File: config.mk
export PLATFORM = sky130hd
export DESIGN_NAME = timer_sched_ctrl
export DESIGN_NICKNAME = d
export VERILOG_FILES = /design/src/rtl/timer_sched_ctrl.sv
export SDC_FILE = /design/constraint.sdc
export NUM_CORES = 1
export LEC_CHECK = 0
export CAP_MARGIN = 15
export CORE_UTILIZATION = 50
export CTS_CLUSTER_DIAMETER = 40
export DETAILED_ROUTE_END_ITERATION = 8
export PLACE_DENSITY = 0.75
export SETUP_SLACK_MARGIN = 0.1
export SLEW_MARGIN = 20
export SYNTH_ARGS = -nofsm -noshare
export SYNTH_HDL_FRONTEND = slang
export SYNTH_SLANG_ARGS = --single-unit
export TNS_END_PERCENT = 5
File: constraint.sdc
create_clock -name Clk -period 2.5 [get_ports Clk]
set_input_delay 0.5 -clock Clk [delete_from_list [all_inputs] [get_ports Clk]]
set_output_delay 0.5 -clock Clk [all_outputs]
set_load 0.03 [all_outputs]
File: src/rtl/timer_sched_ctrl.sv
// Programmable timer: prescaled up-counter with compare match, one-shot/periodic
// modes and a sticky interrupt with acknowledge and overrun tracking.
module timer_sched_ctrl #(
  parameter int N = 32,
  parameter int P = 8
) (
  input  logic         Clk,
  input  logic         Rst,
  input  logic         Pwr_off,
  input  logic         Wr_en,
  input  logic [1:0]   Wr_addr,
  input  logic [N-1:0] Wr_data,
  input  logic         Irq_ack,
  output logic [N-1:0] Vout,
  output logic         Irq,
  output logic         Overrun,
  output logic         Busy,
  output logic         Done
);

  typedef enum logic [1:0] {IDLE, RUN, DONE_ST} state_t;

  state_t       state_q, state_d;
  logic [N-1:0] cnt_q, cmp_q;
  logic [P-1:0] pcnt_q, presc_q;
  logic         periodic_q, irq_q, ovr_q;

  logic wr_ctrl, start, stop, clr, tick_en, tick, match;

  always_comb begin
    wr_ctrl = Wr_en && (Wr_addr == 2'd0);
    start   = wr_ctrl && Wr_data[0];
    stop    = wr_ctrl && Wr_data[2];
    // Any CTRL START/STOP pulse preempts counting on that edge.
    tick_en = (state_q == RUN) && !start && !stop;
    tick    = tick_en && (pcnt_q == presc_q);
    match   = tick && (cnt_q == cmp_q);
    // START (alone or with STOP) clears the counters; plain STOP just freezes.
    clr     = start;
  end

  always_comb begin
    state_d = state_q;
    if (stop)
      state_d = IDLE;
    else if (start)
      state_d = RUN;
    else if (match && !periodic_q)
      state_d = DONE_ST;
  end

  always_ff @(posedge Clk) begin
    if (Rst || Pwr_off) begin
      state_q    <= IDLE;
      cnt_q      <= '0;
      pcnt_q     <= '0;
      cmp_q      <= '1;
      presc_q    <= '0;
      periodic_q <= 1'b0;
      irq_q      <= 1'b0;
      ovr_q      <= 1'b0;
    end else begin
      state_q <= state_d;

      if (Wr_en) begin
        case (Wr_addr)
          2'd0:    periodic_q <= Wr_data[1];
          2'd1:    cmp_q      <= Wr_data;
          2'd2:    presc_q    <= Wr_data[P-1:0];
          default: ;
        endcase
      end

      if (clr) begin
        cnt_q  <= '0;
        pcnt_q <= '0;
      end else if (tick_en) begin
        pcnt_q <= tick ? '0 : pcnt_q + 1'b1;
        if (tick)
          cnt_q <= match ? '0 : cnt_q + 1'b1;
      end

      // A match wins over a same-cycle ack for Irq; ack always clears Overrun.
      if (match)
        irq_q <= 1'b1;
      else if (Irq_ack)
        irq_q <= 1'b0;

      if (Irq_ack)
        ovr_q <= 1'b0;
      else if (match && irq_q)
        ovr_q <= 1'b1;
    end
  end

  assign Vout    = cnt_q;
  assign Irq     = irq_q;
  assign Overrun = ovr_q;
  assign Busy    = (state_q == RUN);
  assign Done    = (state_q == DONE_ST);

endmodule

==> impl_metrics.yaml <==
outcome:
  status: "completed"
timing:
  timing.hold.ws_ns: 0.486
  finalCritPeriodShare_pct: 93.4
  finalSetupViolations: 0
  finalMaxSlewViolations: 0
  min_period_ns: 2.34
  setup_tns_ns: 0
  maxSlewHeadroom_pct: 63.2
  skew_ns: 0.0117
  fin_ws_ns: 0.164
  fmax_ghz: 0.428
  worst_slew_pin_slew_ns: 0.550
  finalHoldViolations: 0
  rsz0062_at_grt: "true"
finish:
  syn_to_final_growth_pct: 29.0
  drive_gt1_share_pct: 10.8
  final_core_util_pct: 67.2
  fin_area_sq_mm: 0.00524
  finalNetCount: 611
  antennaDiodeCount: 0
  layoutNonFillerInstCount: 677
global_route:
  antenna_found_initial: 0
  grt_usage_pct: 25.5
  grt_pass1_wl_mm: 17.0
  grt_pass1_vias: 3557
  grt_start_max_net_pins: 34
  overflow: 0
clock_tree:
  post_cts_buffers: 0
  cts-buffers-inserted: 9
  clk_pin_slew_worst_paths_ns: 0.09
  cts_buffer_depth: 2
  htreeDepth: 3
  root_buffer: "clkbuf_8"
  hold_buffers: 0
  cts.repair.resized: 0
  tritoncts: "yes"
  cts.sinks: 85
  clock_latency_ns: 0.36
worst_setup_path:
  path_class: "input pin to register"
  cp.required_ns: 2.79
  endpoint_kind: "register"
  slowest_stage: "or4_1"
  max_stage_delay_ns: 0.66
  start_kind: "input pin"
  arrival_ns: 2.63
  crit_chain: "clkdlybuf4s50_1 -> or3b_1 -> o21ai_1 -> buf_4 -> or4_1 -> or3_1 -> a21oi_1"
  crit_fanout: 10
floorplan:
  die_w_um: 92.2
  core-area_sq_mm: 0.00781
  die-area_sq_mm: 0.00849
  ioPinCount: 75
  start_util_pct: 52.1
  fp.dieH_um: 92.2
  num_rows: 32
detailed_routing:
  viasPerCell: 5.64
  avgRoutedWirePerCell_um: 15.0
  dr.pass1.iters: 6
  drtIter0Drc: 178
  postRouteAntennaNets: 0
  drc: 0
  vias: 3818
  finalWirelength_mm: 10.2
power:
  power_mw: 2.53
  powerDensity_mw_per_mm2: 482
  power_leakage_nw: 1.87
  peakVddDrop_v: 0.000293
placement:
  dp_hpwl_mm: 7.66
  dp.cells: 661
  placed_area_sq_mm: 0.00505
  gp_congestion: 0.848
  io_buffers: 74
  place_ws_ns: -0.244
logic_synthesis:
  synth_top_cell_area_share_pct: 41.9
  synthFlopType: "dfxtp_1"
  synth_commonest_cells: "85 x dfxtp_1, 82 x nand2_1, 45 x nand3_1"
  seq_area_frac_synth_pct: 41.9
  synthTopCellsByArea: "dfxtp_1 42%, nand2_1 7.6%, xor2_1 7.5%"
  synth.avg_cell_area_sq_um: 8.43
  syn_area_sq_mm: 0.00406
  synthArstFlopShare_pct: 0
  synth_seq_cells: 85
  yosys_warnings: 0
  syn_nets: 523
  synth_top_area_cell: "dfxtp_1"
  ys_types: 42
  synth-edff-count: 0
  synthCells: 482
  synthMostInstantiatedCell: "dfxtp_1"
job:
  cap_violations: 0
min_path:
  hold_path.class: "register to register"
==> layout by cell type (no fill, tap or decap), drive strengths merged, types with 2 or more instances in the layout <==
| master | instances |
|---|---|
| clkbuf | 10 |
| nor3 | 6 |
| ha | 2 |
| nand3b | 2 |
| nand2 | 82 |
| mux2i | 8 |
| a21oi | 29 |
| clkdlybuf4s50 | 74 |
| xnor2 | 17 |
| nand3 | 45 |
| clkinvlp | 2 |
| inv | 5 |
| and3 | 5 |
| o21ba | 3 |
| clkinv | 3 |
| dfxtp | 85 |
| and4 | 4 |
| nor2b | 3 |
| o21a | 4 |
| nor2 | 26 |
| o31ai | 11 |
| and2 | 2 |
| nand4 | 14 |
| xor2 | 35 |
| or3 | 14 |
| buf | 31 |
| or4 | 13 |
| nor4 | 14 |
| o21ai | 17 |
==> state kept, by name, summed over array words and instances (netlist names) <==
| register | cells |
|---|---|
| Irq | 1 |
| state_q | 2 |
| pcnt_q | 8 |
| Overrun | 1 |
| presc_q | 8 |
| periodic_q | 1 |
| cmp_q | 32 |
| Vout | 32 |
==> path summary, 6_finish.rpt <==
kind                                           endpoint  cells past startpoint  slack, ns                     from
worst min register to register  periodic_q$_SDFFE_PP0N_                      2       0.49  periodic_q$_SDFFE_PP0N_
worst min-delay path            periodic_q$_SDFFE_PP0N_                      2       0.49  periodic_q$_SDFFE_PP0N_
worst max-delay path              Vout[17]$_SDFFE_PP0P_                      7       0.16                    Wr_en
worst max register to register    Vout[31]$_SDFFE_PP0P_                      5       0.31   pcnt_q[1]$_SDFFE_PP0P_
==> critical path, delay by kind of cell <==
family | cells | cell delay, ns
AO/OA/AOI/OAI | 2 | 0.30
buffers and inverters | 2 | 0.60
AND/OR/NAND/NOR | 3 | 1.24
==> cells by family (layout without fill, tap and decap cells) <==
group / after synthesis / count (layout) / synth area share, %
buffers and inverters: 33 / 126 / 3.51
AND/OR/NAND/NOR: 236 / 236 / 29.8
adder cells (fa/ha/maj): 2 / 2 / 0.616
multiplexers: 8 / 8 / 1.97
flip-flops: 85 / 85 / 41.9
XOR/XNOR: 52 / 52 / 12.5
AO/OA/AOI/OAI: 66 / 66 / 9.70
==> per-layer routing <==
layer	vias up	track usage, %	part of all wire (%)
met3	20	3.32	5.9
met1	1801	33.9	46
li1	1865	-	-
met5	-	0	0
met2	132	42.7	47
met4	0	8.59	1.5
==> power breakdown <==
group          internal (mW)  total [mW]  switching (mW)
Combinational          0.102       0.192          0.0903
Sequential              1.37        1.38          0.0110
Clock                  0.460       0.960           0.500
Total                   1.93        2.53           0.601
==> cell type report <==
type | instances | area (sq um)
clock buffers | 10 | 128
repair buffers | 105 | 973
flip-flops and latches | 85 | 1700
well taps | 102 | 128
multi-input cells | 364 | 2230
inverters | 5 | 18.8
fillers | 677 | 2560
clock inverters | 6 | 63.8
Note: power is estimated with default switching activity, not from simulation.
